==> config.mk <==
export PLATFORM = sky130hd
export DESIGN_NAME = gpr_write_arbiter
export DESIGN_NICKNAME = d
export VERILOG_FILES = /design/src/rtl/gpr_pkg.sv /design/src/rtl/gpr_write_arbiter_rr_arbiter.sv /design/src/rtl/gpr_write_arbiter.sv
export SDC_FILE = /design/constraint.sdc
export NUM_CORES = 1
export LEC_CHECK = 0
export CAP_MARGIN = 20
export CELL_PAD_IN_SITES_DETAIL_PLACEMENT = 1
export CELL_PAD_IN_SITES_GLOBAL_PLACEMENT = 1
export CORE_AREA = 2 2 161 163
export CTS_CLUSTER_SIZE = 25
export DETAILED_ROUTE_END_ITERATION = 8
export DIE_AREA = 0 0 163 165
export DONT_BUFFER_PORTS = 1
export GPL_TIMING_DRIVEN = 0
export PLACE_DENSITY_LB_ADDON = 0.08
export SYNTH_ARGS = -nofsm -noshare
export SYNTH_HDL_FRONTEND = slang
export SYNTH_SLANG_ARGS = --single-unit
export TNS_END_PERCENT = 20
==> constraint.sdc <==
create_clock -name clock -period 3.9 [get_ports clock]
set_clock_uncertainty 0.2 [all_clocks]
set_input_delay 0.78 -clock clock [delete_from_list [all_inputs] [get_ports clock]]
set_output_delay 0.78 -clock clock [all_outputs]
set_load 0.02 [all_outputs]
==> src/rtl/gpr_pkg.sv <==
// ============================================================================
// Module   : gpr_pkg
// Brief    : Shared GPR write types, register indices and the partial-write
//            merge helper.
// Revision : 1.0 - initial release
// ============================================================================
`default_nettype none

package gpr_pkg;

  typedef enum logic [1:0] {
    BYTE  = 2'b00,
    WORD  = 2'b01,
    DWORD = 2'b10,
    RSVD  = 2'b11
  } gpr_size_t;

  localparam logic [2:0] GPR_EAX = 3'd0;
  localparam logic [2:0] GPR_ECX = 3'd1;
  localparam logic [2:0] GPR_EDX = 3'd2;
  localparam logic [2:0] GPR_EBX = 3'd3;
  localparam logic [2:0] GPR_ESP = 3'd4;
  localparam logic [2:0] GPR_EBP = 3'd5;
  localparam logic [2:0] GPR_ESI = 3'd6;
  localparam logic [2:0] GPR_EDI = 3'd7;

  // Byte accesses alias AH..BH onto EAX..EBX through index bit 2.
  function automatic logic [2:0] gpr_target(input gpr_size_t size, input logic [2:0] index);
    gpr_target = (size == BYTE) ? {1'b0, index[1:0]} : index;
  endfunction

  function automatic logic [31:0] gpr_merge(
    input logic [31:0] base,
    input logic [31:0] data,
    input gpr_size_t   size,
    input logic [2:0]  index
  );
    logic [31:0] merged;
    merged = base;
    case (size)
      BYTE: begin
        if (index[2]) merged[15:8] = data[7:0];
        else          merged[7:0]  = data[7:0];
      end
      WORD:    merged[15:0] = data[15:0];
      default: merged       = data;
    endcase
    return merged;
  endfunction

endpackage

`default_nettype wire

==> src/rtl/gpr_write_arbiter_rr_arbiter.sv <==
// ============================================================================
// Module   : rr_arbiter
// Brief    : Round-robin one-hot arbiter; owns the most-recently-granted pointer.
// Revision : 1.0 - initial release
// ============================================================================
`default_nettype none

module rr_arbiter #(
  parameter int WIDTH = 3
) (
  input  logic             clock,
  input  logic             reset,
  input  logic [WIDTH-1:0] request,
  input  logic             enable,
  input  logic             advance,
  output logic [WIDTH-1:0] grant
);

  localparam int LW = $clog2(WIDTH);
  localparam logic [LW-1:0] C_LAST_INIT = LW'(WIDTH - 1);

  logic [LW-1:0] r_last;
  logic [LW-1:0] w_grant_idx;
  logic [LW-1:0] w_cand;
  logic          w_found;

  // Search starts one past the last winner and wraps, so the last winner
  // is considered only after everyone else.
  always_comb begin
    grant       = '0;
    w_grant_idx = r_last;
    w_found     = 1'b0;
    w_cand      = '0;
    for (int k = 1; k <= WIDTH; k++) begin
      w_cand = LW'((int'(r_last) + k) % WIDTH);
      if (enable && !w_found && request[w_cand]) begin
        grant[w_cand] = 1'b1;
        w_grant_idx   = w_cand;
        w_found       = 1'b1;
      end
    end
  end

  always_ff @(posedge clock or negedge reset) begin
    if (!reset) begin
      r_last <= C_LAST_INIT;
    end else if (advance) begin
      r_last <= w_grant_idx;
    end
  end

endmodule

`default_nettype wire

==> src/rtl/gpr_write_arbiter.sv <==
// ============================================================================
// Module   : gpr_write_arbiter
// Brief    : Shares the GPR file write port among sized writeback requesters,
//            merging partial writes with bypass of the in-flight write.
// Revision : 1.0 - initial release
// ============================================================================
`default_nettype none

module gpr_write_arbiter
  import gpr_pkg::*;
#(
  parameter int REQUESTERS = 3
) (
  input  logic                    clock,
  input  logic                    reset,
  input  logic                    hold,
  input  logic [REQUESTERS-1:0]   req_valid,
  output logic [REQUESTERS-1:0]   req_ready,
  input  logic [2*REQUESTERS-1:0] req_size,
  input  logic [3*REQUESTERS-1:0] req_index,
  input  logic [32*REQUESTERS-1:0] req_data,
  input  logic [255:0]            gpr_read_32,
  output logic                    write_enable,
  output logic [2:0]              write_index,
  output logic [31:0]             write_data
);

  logic [REQUESTERS-1:0] w_grant;
  logic                  w_enable;
  logic                  w_accept;
  logic [1:0]            w_sel_size;
  logic [2:0]            w_sel_index;
  logic [31:0]           w_sel_data;
  gpr_size_t             w_size;
  logic [2:0]            w_target;
  logic [31:0]           w_base;
  logic [31:0]           w_merged;

  // Ready is also suppressed while reset is asserted.
  assign w_enable = ~hold & reset;

  rr_arbiter #(
    .WIDTH (REQUESTERS)
  ) u_rr_arbiter (
    .clock   (clock),
    .reset   (reset),
    .request (req_valid),
    .enable  (w_enable),
    .advance (w_accept),
    .grant   (w_grant)
  );

  assign req_ready = w_grant;
  assign w_accept  = |w_grant;

  always_comb begin
    w_sel_size  = '0;
    w_sel_index = '0;
    w_sel_data  = '0;
    for (int i = 0; i < REQUESTERS; i++) begin
      if (w_grant[i]) begin
        w_sel_size  = req_size[2*i +: 2];
        w_sel_index = req_index[3*i +: 3];
        w_sel_data  = req_data[32*i +: 32];
      end
    end
  end

  assign w_size   = gpr_size_t'(w_sel_size);
  assign w_target = gpr_target(w_size, w_sel_index);

  // The register file only sees the in-flight write one cycle later.
  assign w_base = (write_enable && (write_index == w_target))
                ? write_data
                : gpr_read_32[{w_target, 5'd0} +: 32];

  assign w_merged = gpr_merge(w_base, w_sel_data, w_size, w_sel_index);

  always_ff @(posedge clock or negedge reset) begin
    if (!reset) begin
      write_enable <= 1'b0;
      write_index  <= GPR_EAX;
      write_data   <= '0;
    end else begin
      write_enable <= w_accept;
      if (w_accept) begin
        write_index <= w_target;
        write_data  <= w_merged;
      end
    end
  end

endmodule

`default_nettype wire
# [Word level (Yosys, flattened, before mapping)]
# Index checks and enable logic that the tools add are counted.
[word_totals] ff_bits=38 in_bits=373 output_inout_bits=39
[op_classes] addsub=3 n_div=3 magnitude_cmp=6 n_eq_ne=5 n_shift=1 mux=35 n_bitwise=4 n_reduce_logical=19
[ops] cell="$shiftx 256x9->32" n=1
[ops] cell="$mux 32" n=4
[ops] cell="$mod 32x3->32 const B" n=3
[ops] cell="$mux 16" n=2
[ops] cell="$mux 3" n=7
[ops] cell="$mux 8" n=2
[ops] cell="$mux 2" n=6
[ops] cell="$logic_and 1x1->1" n=9
[ops] cell="$lt 2x3->1 const B" n=3
[ops] cell="$mux 1" n=8
[ops] cell="$reduce_and 2->1" n=4
[ops] cell="$add 2x2->3 const B" n=2
[ops] cell="$bmux 1 s2" n=3
[ops] cell="$demux 1 s2" n=3
[ops] cell="$ge 2x1->1 const B" n=3
[ops] cell="$ne 3x3->1 const B" n=2
[ops] cell="$or 3x3->3" n=2
[ops] cell="$add 2x1->3 const B" n=1
[ops] cell="$eq 3x3->1" n=1
[ops] cell="$reduce_bool 3->1" n=1
[ops] cell="$reduce_or 3->1" n=1
[ops] cell="$eq 2x1->1 const B" n=1
[ops] cell="$logic_not 1->1" n=2
[ops] cell="$logic_not 2->1" n=1
[ops] cell="4 further kinds" n=4

# [Depth between registers and ports, before layout]
# Gate-level depths: netlist (run 1).
[logic_depth] ltp_word=24 ltp_mapped=17

# [Hierarchy]
# A second synthesis (run 1) with hierarchy kept.
[hier_totals] hier_cells=537 area_unflattened_um2=4576.9
[modules_own_cells] mod="gpr_write_arbiter" instances=1 cells_per_inst=478 area_each_um2=4131.5
[modules_own_cells] mod="rr_arbiter" instances=1 cells_per_inst=59 area_each_um2=445.4

# [Worst setup path after synthesis (run 1)]
# Ideal clock, no wire load.
[synth_timing] path_type="register -> register" from="register u_rr_arbiter.r_last[1]" to="register write_data[22]" setup_ps=123 arrival_time_ps=3472 required_time_ps=3577 path_slack_ps=105 path_stages_with_launch=14 synth_period_minus_slack_ps=3795 path_cell_list="dfstp_2 -> ha_1 -> buf_6 -> mux2i_2 -> o211ai_2 -> nor4_2 -> o2111ai_1 -> a31oi_2 -> o221a_2 -> buf_2 -> xor2_2 -> o31a_2 -> buf_4 -> o221a_2"
[synth_between] elab_chain_cells=23 elab_cells_between_ends=62 classes_between="add/sub (3); div (3); order compare (6); eq/ne (3); shift (1); mux (29); bitwise (2); reduce/logical (15)"
[synth_rtl] element="start: declaration" line="gpr_write_arbiter_rr_arbiter.sv:22" text="logic [LW-1:0] r_last;"
[synth_rtl] element="start signal: assignment" line="gpr_write_arbiter_rr_arbiter.sv:48" text="r_last <= w_grant_idx;"
[synth_rtl] element="parallel branches: the longest is 13 deep, another holds $mod 32x3->32"
[synth_rtl] element="$mux 3 *" line="gpr_write_arbiter_rr_arbiter.sv:36" text="if (enable && !w_found && request[w_cand]) begin"
[synth_rtl] element="parallel branches: the longest is 9 deep, another holds $shiftx 256x9->32"
[synth_rtl] element="end signal: assignment" line="gpr_write_arbiter.sv:88" text="write_data <= w_merged;"
[synth_rtl] element="end: declaration" line="gpr_write_arbiter.sv:25" text="output logic [31:0] write_data"
# Mark *: on every way between the ends. The select of a mux whose other input is x is not followed.
# A chain may end at the register's enable or synchronous reset.

# [Worst setup path after layout (run 1)]
[layout_timing] from="register u_rr_arbiter.r_last[1]" to="register write_data[1]"
[layout_between] elab_chain_cells=23 elab_cells_between_ends=61 classes_between="add/sub (3); div (3); order compare (6); eq/ne (2); shift (1); mux (30); bitwise (2); reduce/logical (14)"
[layout_rtl] element="parallel branches: the longest is 13 deep, another holds $mod 32x3->32"
[layout_rtl] element="$mux 3 *" line="gpr_write_arbiter_rr_arbiter.sv:36"
[layout_rtl] element="$mux 2 (3 in series)" line="gpr_write_arbiter.sv:61" text="if (w_grant[i]) begin"
[layout_rtl] element="$logic_not 2->1" line="gpr_pkg.sv:29, gpr_pkg.sv:40"
[layout_rtl] element="$mux 3" line="gpr_pkg.sv:29" text="gpr_target = (size == BYTE) ? {1'b0, index[1:0]} : index;"
[layout_rtl] element="$shiftx 256x9->32 or $eq 3x3->1 (tied branches)" line="gpr_write_arbiter.sv:75, gpr_write_arbiter.sv:73"
[layout_rtl] element="$mux 32 or $logic_and 1x1->1 (tied branches)" line="gpr_write_arbiter.sv:74, gpr_write_arbiter.sv:73"
[layout_rtl] element="$mux 8 or $ne 3x3->1 (tied branches)"
[layout_rtl] element="$mux 16 or $reduce_and 2->1 (tied branches)"
# Marked as above.

==> results.json, run 1 <==
{
  "status": "complete, no violations",
  "routed_wl_um": 26100,
  "ios": 412,
  "synthesis.area_mm2": 0.00465,
  "die-height_um": 165,
  "synth-main-ff-cell": "dfrtp_1",
  "first_pass_iters": 5,
  "numCtsBuffers": 5,
  "yosys.area_share.simple_pct": 20.3,
  "min_period_over_period_pct": 99.4,
  "cp.arrival_ns": 3.85,
  "place_hpwl_um": 21200,
  "synthMuxAreaShare_pct": 16.6,
  "worst_pin_slew_ns": 0.939,
  "synth_area_leader_cell": "dfrtp_1",
  "fin_crit_ns": 3.88,
  "busiest_layer": "met2",
  "drc": 0,
  "drive_gt1_share_pct": 24.6,
  "cp-end-kind": "register",
  "die_x_um": 163,
  "final_util_pct": 23.8,
  "setup-tns-final_ns": 0,
  "grt_max_degree": 38,
  "yosysUniqueCellTypes": 61,
  "cpPeakStageDelay_ns": 0.57,
  "syn-num-nets": 1007,
  "synth_cells": 630,
  "ff2ff_path_depth": 15,
  "synth_top_area_share_pct": 19.9,
  "grt_util_met3_pct": 6.23,
  "cts_max_level": 2,
  "fmax_ghz": 0.258,
  "critPathLaunchType": "register",
  "yosysSeqAreaShare_pct": 20.5,
  "cts_tree": "done",
  "grt_pass1_vias": 5804,
  "rrSetupSlack_ns": 0.02,
  "avgSynthCellArea_um2": 7.38,
  "n_antenna_cell": 0,
  "vias_per_cell": 5.27,
  "ir_drop_mv": 0.268,
  "crit-reg2reg-capture": "write_data[1]",
  "critPathMaxFanout": 8,
  "setup_viol": 0,
  "worstSetupPathType": "reg -> reg",
  "syn_to_final_growth_pct": 28.1,
  "synthArstFlopShare_pct": 100,
  "core_area_mm2": 0.0250,
  "power.static_leakage_nw": 2.54,
  "yosys-top-cells-area": "dfrtp_1 (20%), mux2i_1 (12%), nand2_1 (11%), a21oi_1 (7.5%), a31oi_1 (4.3%)",
  "grtUsageTotal_pct": 18.4,
  "grtUsageMet1_pct": 20.1,
  "finalHoldViolCount": 0,
  "drt_iter0_markers": 231,
  "critical_path_required_ns": 3.88,
  "fp.dieArea_mm2": 0.0269,
  "clockBufferDepth": 2,
  "crit_top_cell": "buf_6",
  "synthAdderAreaFrac_pct": 1.08,
  "fin_ws_ns": 0.0236,
  "drv_cap": 0,
  "crit_chain": "ha_4, mux2i_2, o21ai_2, o41a_1, buf_6, inv_8, a311o_1, o21a_1, buf_6, xnor2_4, nand3_4, buf_6, o31a_1, buf_6, mux2_4",
  "clock_latency_ns": 0.29,
  "grt.met2_usage_pct": 33.7,
  "portBuffers": 0,
  "hold_class": "in -> async",
  "postRouteAntennaNets": 0,
  "gp_congestion": 0.809,
  "ys_warn_count": 0,
  "power_mw": 5.35,
  "antenna_found_initial": 0,
  "synth-edff-count": 0,
  "grt_pass1_wl_um": 36200,
  "grt-ovfl-total": 0,
  "crit_slowest_cell": "dfstp_2",
  "synth_seq_cells": 38,
  "holdWs_ns": 0.129,
  "slew_headroom_pct": 37.0,
  "vias": 5278,
  "rsz0062_at_grt": "true",
  "reg2reg_from": "u_rr_arbiter.r_last[1]",
  "nets": 1049,
  "initial_core_util_pct": 18.6,
  "place_ws_ns": -0.979,
  "cts.reportedPaths.clkPinSlew_ns": 0.06,
  "synth_compound_area_share_pct": 34.3,
  "fp-row-count": 58,
  "drv_slew": 0,
  "synth_top_family_by_area": "compound AO/OA/AOI/OAI gates",
  "ctsRootBufferMaster": "clkbuf_16",
  "cts_num_sinks": 38,
  "powerDensity_mw_per_mm2": 899,
  "wl_per_cell_um": 26.0,
  "synth_xor_area_share_pct": 0.727
}
## registers in the layout (all words and copies together) (netlist names)
signal / flops
u_rr_arbiter.r_last: 2
write_data: 32
write_enable: 1
write_index: 3
## Yosys cell counts, drive strengths merged, types with 3 or more instances
| master | instances |
|---|---|
| a211o | 6 |
| a22oi | 16 |
| nor2 | 31 |
| o2bb2ai | 7 |
| a21o | 3 |
| o21a | 3 |
| o221a | 17 |
| o22ai | 7 |
| nand3b | 4 |
| a21oi | 70 |
| dfrtp | 37 |
| ha | 4 |
| a22o | 16 |
| o221ai | 8 |
| nor2b | 3 |
| buf | 29 |
| a31oi | 34 |
| nand3 | 35 |
| inv | 9 |
| clkbuf | 28 |
| o21ai | 14 |
| mux2 | 15 |
| a311o | 3 |
| o2111ai | 6 |
| nand2 | 142 |
| mux2i | 55 |
## cell families (layout without fill, tap and decap cells)
family,after synthesis,in the layout
mux,71,71
fa+ha+maj,4,4
buf+inv,66,108
xor+xnor,3,3
flops,38,38
compound gates,223,223
simple gates,225,225
## layout by cell type (no fill, tap or decap), types with 3 or more instances in the layout
cell and instances:
a211o_1 6, o21ai_0 6, mux2_4 7, o21ai_4 3
nor2_1 28, buf_6 12, buf_4 42, a22o_1 16
mux2_2 8, dfrtp_1 37, a22oi_1 15, a311o_1 3
o221a_2 16, o221ai_1 7, nand2_1 141, clkbuf_16 5
clkbuf_4 4, clkbuf_2 12, nand3_1 34, a21oi_2 4
a21o_1 3, o22ai_1 6, mux2i_2 4, mux2i_1 49
a21oi_1 65, clkbuf_1 11, a31oi_1 32, nand3b_1 4
inv_1 7, buf_2 4, ha_4 3, o2bb2ai_1 7
buf_1 3, o21ai_1 3, o2111ai_1 5
## critical path: cells and delay by family, from the launching register on
family / cells / cell delay [ns]
buf+inv: 5 / 0.65
mux: 2 / 0.50
fa+ha+maj: 1 / 0.25
xor+xnor: 1 / 0.15
compound gates: 5 / 1.33
flops: 1 / 0.57
simple gates: 1 / 0.09
## what timing repair did
item                       4_1_cts  5_1_grt
hold endpoints to repair        37        0
gates resized for setup         81       44
pin swaps                       17       23
setup buffers                   19       18
setup endpoints to repair       39       35
hold buffers                     1        0
## power breakdown
group          total [mW]  leakage, nW  switching, mW  internal [mW]
registers           0.973        0.473          0.388          0.584
logic                3.98         2.00           2.24           1.74
clock network       0.398       0.0694          0.167          0.231
## through the flow
step                      std cells  instance area, um^2
final                          1002                 5950
after global routing           1002                 5950
after CTS                       985                 5670
after detailed placement        960                 5060
after global placement          960                 5060
after floorplan                 630                 4650
## metal layers
layer | routed length (um) | part of all wire (%)
met1 | 9630 | 37
met2 | 13500 | 52
met3 | 2340 | 9.0
met4 | 558 | 2.1
met5 | 0 | 0
## area by class of cell
cell class	instances	area, um^2
Fill cell	2988	19100
Multi-Input combinational cell	526	3720
Sequential cell	38	952
Tap cell	330	413
Buffer	54	387
Timing Repair Buffer	38	309
Clock buffer	5	125
Inverter	9	41.3
Clock inverter	2	10.0
## how the worst max path moves through the flow
stage                            from             end  slack (ns)  cells after the start
2_1_floorplan  u_rr_arbiter.r_last[1]  write_data[22]        0.11                     13
3_3_place_gp   u_rr_arbiter.r_last[0]  write_data[10]       -0.87                     16
3_5_place_dp   u_rr_arbiter.r_last[0]  write_data[10]       -0.98                     16
4_1_cts        u_rr_arbiter.r_last[1]   write_data[1]       -0.06                     16
5_1_grt        u_rr_arbiter.r_last[1]  write_data[28]       -0.09                     13
6_report       u_rr_arbiter.r_last[1]   write_data[1]        0.02                     15
Note: power is estimated with default switching activity, not from simulation.
==> inputs of run 2 (changes only) <==
--- a/config.mk
+++ b/config.mk
@@ -8,14 +8,16 @@
 export CAP_MARGIN = 20
 export CELL_PAD_IN_SITES_DETAIL_PLACEMENT = 1
 export CELL_PAD_IN_SITES_GLOBAL_PLACEMENT = 1
-export CORE_AREA = 2 2 161 163
+export CORE_AREA = 2 2 158 160
 export CTS_CLUSTER_SIZE = 25
 export DETAILED_ROUTE_END_ITERATION = 8
-export DIE_AREA = 0 0 163 165
+export DIE_AREA = 0 0 160 162
 export DONT_BUFFER_PORTS = 1
 export GPL_TIMING_DRIVEN = 0
 export PLACE_DENSITY_LB_ADDON = 0.08
+export REMOVE_ABC_BUFFERS = 1
 export SYNTH_ARGS = -nofsm -noshare
 export SYNTH_HDL_FRONTEND = slang
+export SYNTH_HIERARCHICAL = 1
 export SYNTH_SLANG_ARGS = --single-unit
 export TNS_END_PERCENT = 20
==> results.json, run 2 <==
{
  "status": "complete, but fails checks",
  "violations": "negative setup slack",
  "ff2ff_path_depth": 15,
  "yosys-top-cells-area": "dfrtp_1 (20%), mux4_2 (13%), nand2_1 (11%), a221o_1 (5.0%), o211ai_1 (4.9%)",
  "synth_commonest_cells": "nand2_1 (133), dfrtp_1 (37), o211ai_1 (30)",
  "grt-ovfl-total": 0,
  "syn_to_final_growth_pct": 35.5,
  "ir_drop_mv": 0.191,
  "drive_gt1_share_pct": 30.4,
  "cp-end-kind": "register",
  "die_x_um": 160,
  "largest-register": "write_data",
  "grtUsageTotal_pct": 19.3,
  "p_comb_share_pct": 70.8,
  "yosysUniqueCellTypes": 59,
  "power.static_leakage_nw": 2.32,
  "clock_latency_ns": 0.30,
  "grt_pass1_wl_um": 36500,
  "drc": 0,
  "synth_top_family_by_area": "compound AO/OA/AOI/OAI gates",
  "ios": 412,
  "clockBufferDepth": 2,
  "rrSetupSlack_ns": -0.11,
  "critPathMaxFanout": 7,
  "fillers": 2845,
  "holdWs_ns": 0.118,
  "cts_tree": "done",
  "antenna_found_initial": 2,
  "cp.arrival_ns": 4.00,
  "crit-reg2reg-capture": "write_data[20]",
  "synth_cells": 537,
  "cts_max_level": 2,
  "power_frac_clock_pct": 8.5,
  "synth_seq_cells": 38,
  "reg2reg_from": "u_rr_arbiter/r_last[1]",
  "worstSetupPathType": "reg -> reg",
  "crit_slowest_cell": "dfstp_2",
  "yosysSeqAreaShare_pct": 20.8,
  "synthesis.area_mm2": 0.00458,
  "synth_xor_area_share_pct": 1.59,
  "worst_pin_slew_ns": 0.940,
  "synth-edff-count": 0,
  "p_sw_mw": 2.55,
  "drt_iter0_markers": 172,
  "cts_num_sinks": 38,
  "vias_per_cell": 5.38,
  "final_cell_mix": "nand2_1 (130), buf_4 (37), dfrtp_1 (36)",
  "p_int_mw": 2.68,
  "nets": 948,
  "crit_chain": "buf_6, ha_4, buf_2, o2111ai_2, a211oi_2, o21bai_4, clkbuf_16, and3b_2, o21ai_4, buf_12, buf_16, mux4_2, a22oi_2, nand2_1, mux2_4",
  "ys_warn_count": 6,
  "finalHoldViolCount": 0,
  "routed_wl_um": 25800,
  "fmax_ghz": 0.249,
  "fp.dieArea_mm2": 0.0259,
  "power_mw": 5.23,
  "setup_viol": 16,
  "drv_slew": 0,
  "critPathLaunchType": "register",
  "critical_path_required_ns": 3.89,
  "grt_pass1_vias": 5394,
  "wl_per_cell_um": 28.8,
  "cts.reportedPaths.clkPinSlew_ns": 0.07,
  "avgSynthCellArea_um2": 8.52,
  "fin_crit_ns": 4.01,
  "setup-tns-final_ns": -1.32,
  "synth_area_leader_cell": "dfrtp_1",
  "yosysMostFrequentCell": "nand2_1",
  "synth_top_area_share_pct": 20.2,
  "final_common_cell": "nand2_1",
  "place_ws_ns": -2.01,
  "cpPeakStageDelay_ns": 0.59,
  "numCtsBuffers": 5,
  "fp-row-count": 57,
  "postRouteAntennaNets": 0,
  "powerDensity_mw_per_mm2": 843,
  "synthArstFlopShare_pct": 100,
  "power_frac_seq_pct": 20.6,
  "place_hpwl_um": 17600,
  "dp_cells": 828,
  "portBuffers": 0,
  "final_cells": 897,
  "largest_register_ffs": 32,
  "yosys.area_share.simple_pct": 20.0,
  "ctsRootBufferMaster": "clkbuf_16",
  "synth_compound_area_share_pct": 30.1,
  "min_period_over_period_pct": 103,
  "top_regs": "write_data: 32 flops, write_index: 3 flops, u_rr_arbiter/r_last: 2 flops",
  "synthAdderAreaFrac_pct": 1.09,
  "drv_cap": 0,
  "synthMuxAreaShare_pct": 19.1,
  "first_pass_iters": 4,
  "hold_class": "in -> async",
  "vias": 4822,
  "grt_max_degree": 39,
  "gp_congestion": 0.773,
  "fin_ws_ns": -0.112,
  "core_area_mm2": 0.0241,
  "p_sw_share_pct": 48.8,
  "rsz0062_at_grt": "true",
  "initial_core_util_pct": 19.0,
  "slew_headroom_pct": 37.1,
  "synth-main-ff-cell": "dfrtp_1",
  "die-height_um": 162
}
-- run 2: cell count changes after synthesis, moves of 25 or more --
cell / delta
mux2i_1: -49
mux4_2: +25
o211ai_1: +29
nor2_1: -26
a31oi_1: -31
a21oi_1: -49
-- run 2: worst max-delay path by stage --
stage / from / to / slack, ns
finish: u_rr_arbiter/r_last[1] / write_data[20] / -0.11
global route: u_rr_arbiter/r_last[1] / write_data[21] / -0.22
CTS: u_rr_arbiter/r_last[1] / write_data[25] / -0.07
detailed placement: u_rr_arbiter/r_last[1] / write_data[1] / -2.01
global placement: u_rr_arbiter/r_last[1] / write_data[20] / -8.09
floorplan: u_rr_arbiter/r_last[1] / write_data[25] / -3.66
-- run 2: critical path, delay by kind of cell (launching register included) --
family	cells	cell delay (ns)
AOI/OAI and AO/OA	5	1.00
and+or+nand+nor	2	0.32
adders and majority gates	1	0.16
muxes	2	0.77
DFF	1	0.59
buffers and inverters	5	0.83
-- run 2: routing by layer --
layer  GRT usage [%]  share of wire [%]  wire (um)
met5               0                  0          0
met4            5.94                2.8        719
met3            4.47                6.6       1710
met2            37.4                 54      14000
met1            20.6                 36       9390
-- run 2: layout make-up --
cell class                 count  area, um^2  area share (%)
multi-input combinational    437        3630            58.6
antenna                        1        2.50          0.0403
clock buffer                   7         143            2.30
sequential                    38         953            15.4
inverter                      18        93.8            1.51
timing repair buffer          71         966            15.6
tap                          324         405            6.54
clock inverter                 1        5.00          0.0807
-- run 2: repair_timing --
action	in CTS	in global routing
buffers inserted	42	7
hold buffers	1	0
cloned	11	0
endpoints found under the setup margin	36	32
gates resized for setup	66	13
endpoints found under the hold margin	37	0
pin swaps	23	12
-- run 2: power groups by stage --
stage	Sequential (mW)	Combinational [mW]	Clock (mW)
2_1_floorplan	0.972	1.97	0
3_3_place_gp	1.08	2.67	0
3_5_place_dp	1.08	2.82	0
4_1_cts	1.09	3.67	0.466
5_1_grt	1.11	3.99	0.479
6_report	1.08	3.70	0.446
-- run 2: cells by family (layout without fill, tap and decap cells) --
group,count (synthesis),after routing
AOI/OAI and AO/OA,178,179
xor gates and xnor gates,4,4
adders and majority gates,4,4
buffers and inverters,64,97
DFF,38,38
muxes,49,49
other,0,1
and+or+nand+nor,200,201
-- run 2: metrics by stage --
step                      utilization (%)  area, um^2
after floorplan                         -        4310
after global placement               19.6        4720
after detailed placement             20.9        5030
after CTS                            25.5        6140
after global routing                 25.7        6200
final                                25.7        6200
